--- src/rtl/mem_port_arbiter_pkg.sv ---
// Shared types for the fetch/LSU memory port arbiter.
package mem_port_arbiter_pkg;

  localparam int ARB_ADDR_W = 32;
  localparam int ARB_DATA_W = 32;

  typedef enum logic [1:0] {
    IDLE,
    REQ,
    WAIT
  } arb_state_t;

  typedef enum logic {
    OWN_IF,
    OWN_LS
  } arb_owner_t;

  // Request latched at grant time and held on the memory port until accepted.
  typedef struct packed {
    logic                    we;
    logic [ARB_ADDR_W-1:0]   addr;
    logic [ARB_DATA_W-1:0]   wdata;
    logic [ARB_DATA_W/8-1:0] wmask;
  } mem_req_t;

endpackage

--- src/rtl/mem_port_arbiter_starve_guard.sv ---
// Fetch anti-starvation counter: counts LSU grants taken while fetch waits and
// forces a fetch grant once MAX_LS_BURST of them have happened back to back.
module arb_starve_guard #(
  parameter int MAX_LS_BURST = 4
) (
  input  logic i_clk,
  input  logic i_rst,
  input  logic i_idle,
  input  logic i_if_req,
  input  logic i_if_grant,
  input  logic i_ls_grant,
  output logic o_force_if
);

  localparam int CNT_W = $clog2(MAX_LS_BURST + 1);
  localparam logic [CNT_W-1:0] CNT_MAX = CNT_W'(MAX_LS_BURST);

  logic [CNT_W-1:0] cnt_reg, cnt_next;

  always_comb begin
    cnt_next = cnt_reg;
    if (i_if_grant || (i_idle && !i_if_req)) begin
      cnt_next = '0;
    end else if (i_ls_grant && i_if_req && (cnt_reg != CNT_MAX)) begin
      cnt_next = cnt_reg + CNT_W'(1);
    end
  end

  always_ff @(posedge i_clk) begin
    if (i_rst) begin
      cnt_reg <= '0;
    end else begin
      cnt_reg <= cnt_next;
    end
  end

  assign o_force_if = (cnt_reg == CNT_MAX);

endmodule

--- src/rtl/mem_port_arbiter.sv ---
// Single memory port shared by fetch and LSU, LSU priority, flush squashing.
// Optional fetch starvation guard enabled by defining ARB_STARVE_GUARD_EN.
import mem_port_arbiter_pkg::*;

module mem_port_arbiter #(
  parameter int ADDR_W       = ARB_ADDR_W,
  parameter int DATA_W       = ARB_DATA_W,
  parameter int MAX_LS_BURST = 4
) (
  input  logic              i_clk,
  input  logic              i_rst,
  input  logic              i_flush,
  input  logic              i_if_req,
  input  logic [ADDR_W-1:0] i_if_addr,
  output logic              o_if_ack,
  output logic              o_if_valid,
  output logic [DATA_W-1:0] o_if_rdata,
  input  logic              i_ls_req,
  input  logic              i_ls_we,
  input  logic [ADDR_W-1:0] i_ls_addr,
  input  logic [DATA_W-1:0] i_ls_wdata,
  input  logic [DATA_W/8-1:0] i_ls_wmask,
  output logic              o_ls_ack,
  output logic              o_ls_valid,
  output logic [DATA_W-1:0] o_ls_rdata,
  output logic              o_mem_req,
  output logic              o_mem_we,
  output logic [ADDR_W-1:0] o_mem_addr,
  output logic [DATA_W-1:0] o_mem_wdata,
  output logic [DATA_W/8-1:0] o_mem_wmask,
  input  logic              i_mem_ready,
  input  logic              i_mem_valid,
  input  logic [DATA_W-1:0] i_mem_rdata,
  output logic              o_busy,
  input  logic [31:0]       i_log_fd
);

  arb_state_t        state_reg, state_next;
  arb_owner_t        owner_reg, owner_next;
  mem_req_t          req_reg, req_next;
  logic              squash_reg, squash_next;
  logic              done_reg, done_next;
  logic [DATA_W-1:0] rdata_reg, rdata_next;
  logic              force_if, can_grant, pick_ls, grant_if, grant_ls;

`ifdef ARB_STARVE_GUARD_EN
  arb_starve_guard #(
    .MAX_LS_BURST(MAX_LS_BURST)
  ) u_starve_guard (
    .i_clk      (i_clk),
    .i_rst      (i_rst),
    .i_idle     (state_reg == IDLE),
    .i_if_req   (i_if_req),
    .i_if_grant (grant_if),
    .i_ls_grant (grant_ls),
    .o_force_if (force_if)
  );
`else
  logic unused_burst_cfg;
  assign unused_burst_cfg = (MAX_LS_BURST > 0);
  assign force_if = 1'b0;
`endif

  // No grant during the response pulse, so the next grant lands one cycle later.
  assign can_grant = (state_reg == IDLE) && !done_reg && !i_flush && !i_rst;
  assign pick_ls   = i_ls_req && !(force_if && i_if_req);
  assign grant_ls  = can_grant && pick_ls;
  assign grant_if  = can_grant && !pick_ls && i_if_req;

  always_comb begin
    state_next  = state_reg;
    owner_next  = owner_reg;
    req_next    = req_reg;
    squash_next = squash_reg;
    rdata_next  = rdata_reg;
    done_next   = 1'b0;
    case (state_reg)
      IDLE: begin
        squash_next = 1'b0;
        if (grant_ls) begin
          owner_next     = OWN_LS;
          req_next.we    = i_ls_we;
          req_next.addr  = i_ls_addr;
          req_next.wdata = i_ls_wdata;
          req_next.wmask = i_ls_wmask;
          state_next     = REQ;
        end else if (grant_if) begin
          owner_next     = OWN_IF;
          req_next.we    = 1'b0;
          req_next.addr  = i_if_addr;
          req_next.wdata = '0;
          req_next.wmask = '0;
          state_next     = REQ;
        end
      end
      REQ: begin
        if (i_flush) squash_next = 1'b1;
        if (i_mem_ready) state_next = WAIT;
      end
      WAIT: begin
        if (i_flush) squash_next = 1'b1;
        if (i_mem_valid) begin
          rdata_next  = i_mem_rdata;
          done_next   = !(squash_reg || i_flush);
          squash_next = 1'b0;
          state_next  = IDLE;
        end
      end
      default: state_next = IDLE;
    endcase
  end

  always_ff @(posedge i_clk) begin
    if (i_rst) begin
      state_reg  <= IDLE;
      owner_reg  <= OWN_IF;
      req_reg    <= '0;
      squash_reg <= 1'b0;
      done_reg   <= 1'b0;
      rdata_reg  <= '0;
    end else begin
      state_reg  <= state_next;
      owner_reg  <= owner_next;
      req_reg    <= req_next;
      squash_reg <= squash_next;
      done_reg   <= done_next;
      rdata_reg  <= rdata_next;
    end
  end

  assign o_if_ack    = grant_if;
  assign o_ls_ack    = grant_ls;
  assign o_if_valid  = done_reg && (owner_reg == OWN_IF);
  assign o_ls_valid  = done_reg && (owner_reg == OWN_LS);
  assign o_if_rdata  = rdata_reg;
  assign o_ls_rdata  = rdata_reg;
  assign o_mem_req   = (state_reg == REQ);
  assign o_mem_we    = req_reg.we;
  assign o_mem_addr  = req_reg.addr;
  assign o_mem_wdata = req_reg.wdata;
  assign o_mem_wmask = req_reg.wmask;
  assign o_busy      = (state_reg != IDLE) || done_reg;

`ifndef SYNTHESIS
  always_ff @(posedge i_clk) begin
    if (!i_rst) begin
      if ((state_reg == REQ) && i_mem_valid)
        $error("mem_port_arbiter: memory response before request was accepted");
      if (i_log_fd != 32'd0) begin
        if (grant_if) $display("arb grant if addr=%h", i_if_addr);
        if (grant_ls) $display("arb grant ls we=%b addr=%h", i_ls_we, i_ls_addr);
        if ((state_reg == WAIT) && i_mem_valid) begin
          if (squash_reg || i_flush) $display("arb squash owner=%s", owner_reg.name());
          else $display("arb resp owner=%s data=%h", owner_reg.name(), i_mem_rdata);
        end
      end
    end
  end
`endif

endmodule

--- config.mk ---
export PLATFORM = sky130hd
export DESIGN_NAME = mem_port_arbiter
export DESIGN_NICKNAME = d
export VERILOG_FILES = /design/src/rtl/mem_port_arbiter_pkg.sv /design/src/rtl/mem_port_arbiter_starve_guard.sv /design/src/rtl/mem_port_arbiter.sv
export SDC_FILE = /design/constraint.sdc
export NUM_CORES = 1
export LEC_CHECK = 0
export ABC_CLOCK_PERIOD_IN_PS = 4500
export CAP_MARGIN = 20
export CELL_PAD_IN_SITES_DETAIL_PLACEMENT = 1
export CELL_PAD_IN_SITES_GLOBAL_PLACEMENT = 1
export CORE_MARGIN = 10
export CORE_UTILIZATION = 25
export CTS_CLUSTER_SIZE = 25
export DETAILED_ROUTE_END_ITERATION = 8
export PLACE_DENSITY = 0.87
export REMOVE_ABC_BUFFERS = 1
export SLEW_MARGIN = 20
export SYNTH_ARGS = -nofsm -noshare
export SYNTH_HDL_FRONTEND = slang
export SYNTH_SLANG_ARGS = --single-unit
--- constraint.sdc ---
create_clock -name i_clk -period 4.5 [get_ports i_clk]
set_clock_uncertainty 0.15 [all_clocks]
set_input_delay 0.45 -clock i_clk [delete_from_list [all_inputs] [get_ports i_clk]]
set_output_delay 0.45 -clock i_clk [all_outputs]
set_load 0.05 [all_outputs]
# Yosys cells after proc, flatten, opt, wreduce, memory -nomap -nowiden
# Index checks and enable logic that the tools add are counted.
# word_totals
wordCells,52
register_bits,106
rom_bits,0
output_inout_bits,139
input_bits,172
n_memories,0
latchBits,0
ram_bits,0
# op_classes
n_eq_ne,5
n_lt_le_gt_ge,0
n_addsub,0
div_mod_pow,0
multipliers,0
n_reduce_logical,23
bitwise_logic,3
shift,0
mux,12
# ops
operator,n
$mux W69,2
$logic_and A1 B1 Y1,8
$mux W2,4
$pmux W2 S3,1
$logic_not A1 Y1,5
$mux W1,4
$reduce_and A2 Y1,2
$reduce_bool A2 Y1,2
$ne A3 B3 Y1 const B,1
$not A1 Y1,3
$pmux W1 S3,1
$reduce_and A3 Y1,1
$reduce_bool A3 Y1,1
$reduce_or A3 Y1,1
$eq A2 B1 Y1 const B,1
$eq A2 B2 Y1 const B,1
$logic_not A2 Y1,1
$logic_or A1 B1 Y1,2
$ne A2 B1 Y1 const B,1
$ne A2 B2 Y1 const B,1

# Logic depth before layout (Yosys ltp)
# Gate-level depths: netlist (run 1).
# logic_depth
depth_word,9
depth_mapped,8
depth_no_buf,7

# Least setup slack after synthesis (run 1)
# Ideal clock, no wire load.
# synth_path
kind,input port to output port
startpoint,input port i_rst
endpoint,output port o_ls_ack
slack_ps,2433
path_stages,5
arrival_ps,1467
t_required_ps,3900
path_buffers,2
path_cell_list,buf_2 > nor4b_4 > nand2_2 > clkinv_4 > buf_2
# synth_via
elab_chain_cells,3
# synth_lines
item,line_no,rtl
from (decl),mem_port_arbiter.sv:11,"input logic i_rst,"
$logic_not A1 Y1,mem_port_arbiter.sv:65,assign can_grant = (state_reg == IDLE) && !done_reg && !i_flush && !i_rst;
$logic_and A1 B1 Y1,mem_port_arbiter.sv:65,
$logic_and A1 B1 Y1,mem_port_arbiter.sv:67,assign grant_ls = can_grant && pick_ls;
to (decl),mem_port_arbiter.sv:23,"output logic o_ls_ack,"
# Every way passes these cells.

# Worst setup path after layout (run 1)
# layout_path
startpoint,register state_reg[0]
endpoint,output port o_ls_ack
# layout_via
elab_chain_cells,5
# layout_lines
item,line_no,rtl
from (decl),mem_port_arbiter.sv:38,"arb_state_t state_reg, state_next;"
from (signal assigned),mem_port_arbiter.sv:122,state_reg <= state_next;
$logic_not A2 Y1,mem_port_arbiter.sv:65,
$logic_and A1 B1 Y1 (3 in a row),mem_port_arbiter.sv:65,
$logic_and A1 B1 Y1,mem_port_arbiter.sv:67,
# Every way passes these cells.

==> results.py, run 1 <==
metrics = {
    "timing": {
        "hold_viol_final": 0,
        "timing.hold.ws_ps": 291,
        "finalCritPeriodShare": 0.679,
        "slew_viol_final": 0,
        "setup_violations": 0,
        "rsz0062_at_grt": "false",
        "maxSlewHeadroom": 0.476,
        "final.setup.worst_slack_ps": 1450,
        "max_freq_mhz": 327,
        "worst_pin_slew_ps": 786,
        "finalSetupTns_ps": 0,
        "layout_min_cycle_time_ps": 3050,
    },
    "floorplanning": {
        "die_h_um": 151,
        "core_area_um2": 16600,
        "start_util": 0.256,
        "ioPinCount": 311,
        "die_w_um": 151,
        "die-area_um2": 22700,
        "rows": 47,
    },
    "logic_synthesis": {
        "synthArstFlopShare": 0,
        "yosys_warnings": 0,
        "postSynthCellCount": 511,
        "ys_ff_latch": 106,
        "ys_seq_area_frac": 0.498,
        "synth_area_um2": 4260,
        "syn_avg_cell_area_um2": 8.33,
        "synth-main-ff-cell": "dfxtp_1",
        "netlist-cell-type-count": 27,
        "synth-edff-count": 0,
    },
    "critical_path": {
        "cp-start-kind": "flop",
        "path_class": "flop to output pin",
        "r2r-start": "state_reg[0]$_SDFFE_PP0P_",
        "reg2reg_slack_ps": 1840,
        "worstReg2RegEnd": "o_mem_addr[14]$_SDFFE_PP0P_",
        "worst_setup_path_end_kind": "output pin",
        "r2r_cells": 7,
        "cp.required_ps": 3900,
        "cp_max_fo": 4,
        "arrival_ps": 2450,
    },
    "grt": {
        "grt_overflow": 0,
        "grt_pass1_vias": 4859,
        "track_usage": 0.154,
        "antenna_found_initial": 0,
        "grt_pass1_wl_um": 27300,
        "grt_max_degree": 71,
    },
    "status": {
        "status": "complete, no violations",
    },
    "clocking": {
        "numCtsBuffers": 9,
        "cts_repair_resize_count": 0,
        "cts_max_level": 3,
        "clock-sinks": 106,
        "clk-insertion-delay-late_ps": 340,
        "cts_tree": "yes",
        "cts_hold_buf": 0,
        "root_buffer": "clkbuf_16",
        "cts_buffer_depth": 2,
        "path_clk_slew_ps": 70,
        "postCtsSetupRepairBufs": 0,
    },
    "placed_design": {
        "dpl_worst_slack_ps": 1410,
        "place.gp.congestion": 0.739,
        "io_buffers": 278,
        "place_inst": 944,
        "dpl.hpwl_um": 14100,
    },
    "cells_and_area": {
        "syn_to_final_growth_pct": 70.1,
        "final_cells": 959,
        "fill_cells": 1967,
        "layout-drive-gt1-share": 0.0352,
        "antenna_cells": 0,
        "fin_nets": 912,
    },
    "power": {
        "power_mw": 3.15,
        "p_per_area_nw_per_um2": 435,
        "p_leak_nw": 2.62,
        "ir_worst_vdd_mv": 0.230,
    },
    "routing": {
        "vias": 4455,
        "drc": 0,
        "wl_um": 18400,
        "dr.pass1.iters": 6,
        "viasPerCell": 4.65,
        "detail-route-antenna-nets": 0,
        "wl_per_cell_um": 19.2,
        "first_iter_violations": 126,
    },
    "hold_path": {
        "hold-path-endpoint": "done_reg$_SDFF_PP0_",
        "hold_depth": 1,
        "hp-start": "squash_reg$_SDFFE_PP0P_",
        "min_path_type": "flop to flop",
    },
    "flow_run": {
        "drv_cap": 0,
    },
}
cell usage in the layout (no fill, tap or decap), types with 2 or more instances in the layout:
cell	Yosys	routed
a21oi_1	68	68
inv_1	5	5
dfxtp_1	106	106
clkinvlp_4	0	3
buf_4	33	7
a22oi_1	37	37
nor2_1	70	70
a211oi_1	32	32
nand2b_1	2	2
nand2_1	100	99
and2_1	3	3
ha_1	5	5
clkbuf_16	0	9
clkdlybuf4s50_1	0	277
nand2_2	1	2
stage by stage:
| stage | instance area [µm²] | util |
|---|---|---|
| finish | 7240 | 0.435 |
| global route | 7240 | 0.435 |
| CTS | 7240 | 0.435 |
| detailed placement | 6950 | 0.417 |
| global placement | 6950 | 0.417 |
| floorplan | 3830 | - |
cells by family after synthesis:
| logic type | count (synthesis) | share of synthesized area |
|---|---|---|
| AOI/OAI and AO/OA | 141 | 0.208 |
| muxes | 1 | 0.00235 |
| and+or+nand+nor | 181 | 0.170 |
| DFF | 106 | 0.498 |
| adders and majority gates | 5 | 0.0147 |
| buffers and inverters | 77 | 0.106 |
where the power goes:
group	internal, mW	switching, mW
Sequential	1.04	0.0664
Combinational	0.447	0.801
Clock	0.445	0.356
how the worst max path moves through the flow:
stage,startpoint,endpoint,slack [ps],cells after the start
3_5_place_dp,i_flush,o_mem_addr[14]$_SDFFE_PP0P_,1410,6
3_3_place_gp,i_flush,o_ls_ack,1530,5
5_1_grt,state_reg[1]$_SDFFE_PP0P_,o_ls_ack,1270,6
2_1_floorplan,i_ls_req,state_reg[1]$_SDFFE_PP0P_,720,3
4_1_cts,state_reg[1]$_SDFFE_PP0P_,o_ls_ack,1400,6
6_report,state_reg[0]$_SDFFE_PP0P_,o_ls_ack,1450,6
worst max-delay path, cell delays in order, from the launching register on:
cell and delay [ps]:
dfxtp_1 340, inv_1 120, ha_1 230, nor4b_4 360, nand2_2 150, clkinv_4 60, clkdlybuf4s50_1 840
final cells by class:
class                           count  area, µm²  share of cell area
Clock inverter                      4       52.6             0.00725
Timing Repair Buffer              284       2830               0.390
Multi-Input combinational cell    328       1700               0.235
Clock buffer                       11        243              0.0335
Sequential cell                   106       2120               0.293
Tap cell                          220        275              0.0380
Inverter                            6       27.5             0.00380
cell usage after synthesis (2+ instances only):
cell type  instances  area share
a21oi_1           68       0.080
clkbuf_1          25       0.022
nand2b_1           2      0.0029
buf_4             33       0.058
a211oi_1          32       0.056
inv_1              5      0.0044
and2_1             3      0.0044
nand2_1          100       0.088
nor2_1            70       0.062
buf_2              9       0.011
a22oi_1           37       0.065
buf_6              3      0.0079
dfxtp_1          106        0.50
ha_1               5       0.015
layer usage:
metal / GRT usage / wire length [µm] / vias up
li1: - / - / 2140
met1: 0.165 / 6980 / 2077
met2: 0.261 / 8580 / 221
met3: 0.0732 / 2500 / 17
met4: 0.0525 / 322 / 0
met5: 0 / 0 / -
Power figures use the tool's default switching activity.
==> run 2, diff against run 1 <==
ABC_CLOCK_PERIOD_IN_PS = 2700   (was 4500)
CORE_UTILIZATION = 21   (was 25)
PLACE_DENSITY = 0.78   (was 0.87)
clock period = 2.7 ns   (was 4.5 ns; I/O delays follow)
==> run 2 against run 1 <==
First-iteration DRC count is 2.4% higher. Cell count up 5.7%. Non-clock buffer count grew 4. Highest routed layer unchanged. Largest cell class unchanged. Design area is 1.9% higher. Combinational power increased by 70%. Sequential share of layout area down 0.56 points. Power is 66% higher. Die area increased by 16%. Routed wire length is 0.80% higher. Hold slack lost 19 ps.
==> results.py, run 2 (synthesis results as in run 1) <==
metrics = {
    "timing": {
        "layout_min_cycle_time_ps": 2450,
        "slew_viol_final": 0,
        "final.setup.worst_slack_ps": 245,
        "worst_pin_slew_ps": 740,
        "setup_violations": 0,
        "finalCritPeriodShare": 0.909,
        "rsz0062_at_grt": "false",
        "hold_viol_final": 0,
        "finalSetupTns_ps": 0,
        "max_freq_mhz": 407,
        "maxSlewHeadroom": 0.507,
    },
    "routing": {
        "viasPerCell": 4.39,
        "drt-met1-wl_um": 7730,
        "wl_um": 18500,
        "wl_per_cell_um": 18.3,
        "top_layer": "met4",
        "first_iter_violations": 129,
        "dr.pass1.iters": 4,
        "detail-route-antenna-nets": 0,
        "drc": 0,
        "met3WireLength_um": 2320,
        "wl_met2_um": 8270,
        "vias": 4453,
    },
    "placed_design": {
        "placed_area_um2": 7110,
        "io_buffers": 278,
        "dpl_worst_slack_ps": 449,
        "dpl.hpwl_um": 14000,
        "place.gp.congestion": 0.732,
    },
    "critical_path": {
        "r2r_cells": 8,
        "path_class": "flop to output pin",
        "worst_setup_path_end_kind": "output pin",
        "arrival_ps": 2030,
        "cp-start-kind": "flop",
        "cp.required_ps": 2280,
        "cp_max_fo": 35,
    },
    "cells_and_area": {
        "layout.cells.most_common": "clkdlybuf4s50_1",
        "layout_common_cells": "clkdlybuf4s50_1, dfxtp_1, nand2_1, nor2_1, a21oi_1",
        "syn_to_final_growth_pct": 73.4,
        "fin_nets": 916,
        "antenna_cells": 0,
        "layout-drive-gt1-share": 0.0430,
        "final_util": 0.367,
        "stdcell_area_um2": 7380,
    },
    "flow_run": {
        "drv_cap": 0,
    },
    "floorplanning": {
        "ioPinCount": 311,
        "rows": 52,
        "die_w_um": 162,
        "start_util": 0.212,
        "die_h_um": 162,
        "die-area_um2": 26400,
        "core_area_um2": 20100,
    },
    "power": {
        "seqPwrFrac": 0.352,
        "p_per_area_nw_per_um2": 707,
        "p_leak_nw": 2.65,
        "p_clk_frac": 0.242,
        "p_sw_mw": 2.06,
        "ir_worst_vdd_mv": 0.278,
        "p_comb_frac": 0.407,
        "intPower_mw": 3.16,
        "p_sw_frac": 0.395,
    },
    "hold_path": {
        "min_path_type": "primary input to flop",
        "hold_depth": 5,
    },
    "clocking": {
        "cts_repair_resize_count": 0,
        "cts_buffer_depth": 2,
        "clk-insertion-delay-late_ps": 350,
        "clock-sinks": 106,
        "postCtsSetupRepairBufs": 0,
        "cts_hold_buf": 0,
        "cts_tree": "yes",
        "cts_max_level": 3,
        "root_buffer": "clkbuf_16",
        "path_clk_slew_ps": 70,
        "numCtsBuffers": 9,
    },
    "grt": {
        "grt_pass1_vias": 4568,
        "grt_pass1_wl_um": 27700,
        "track_usage": 0.133,
        "grt_max_degree": 66,
        "antenna_found_initial": 0,
        "grt_overflow": 0,
    },
    "status": {
        "status": "complete, no violations",
    },
}
==> run 2: layout make-up <==
type | count | area (µm²)
fillers | 2311 | 12700
repair buffers | 288 | 2930
flip-flops and latches | 106 | 2120
multi-input cells | 328 | 1700
well taps | 270 | 338
clock buffers | 12 | 246
clock inverters | 4 | 27.5
inverters | 6 | 27.5
==> run 2: per-stage QoR <==
stage / total power [mW] / cells / hold WS (ps)
after floorplan: 3.10 / 440 / 189
after global placement: 3.99 / 998 / 256
after detailed placement: 4.03 / 998 / 264
after CTS: 5.32 / 1014 / 263
after global routing: 5.51 / 1014 / 310
final: 5.22 / 1014 / 272
==> run 2: critical path, cell delays in order (launching register included) <==
cell and delay (ps):
dfxtp_1 340, inv_1 130, ha_1 230, nor4b_4 380, nand2_2 150, clkinv_4 90
buf_12 190, buf_12 160
==> run 2: power groups by stage <==
stage / combinational, mW / sequential, mW / clock, mW
final: 2.12 / 1.84 / 1.26
after global routing: 2.27 / 1.86 / 1.38
after CTS: 2.16 / 1.84 / 1.32
after detailed placement: 2.15 / 1.88 / 0
after global placement: 2.13 / 1.87 / 0
after floorplan: 0.567 / 2.54 / 0
==> run 2: final timing paths <==
| path | from | to | slack (ps) |
|---|---|---|---|
| setup / recovery | state_reg[0]$_SDFFE_PP0P_ | o_ls_ack | 250 |
| hold / removal | i_rst | o_mem_addr[8]$_SDFFE_PP0P_ | 270 |
| setup reg to reg | state_reg[0]$_SDFFE_PP0P_ | o_mem_addr[30]$_SDFFE_PP0P_ | 590 |
| hold reg to reg | squash_reg$_SDFFE_PP0P_ | done_reg$_SDFF_PP0_ | 280 |
==> run 2: layer usage <==
metal	vias up	GRT usage
li1	2144	-
met1	2089	0.152
met2	210	0.212
met3	10	0.0715
met4	0	0.0380
met5	-	0
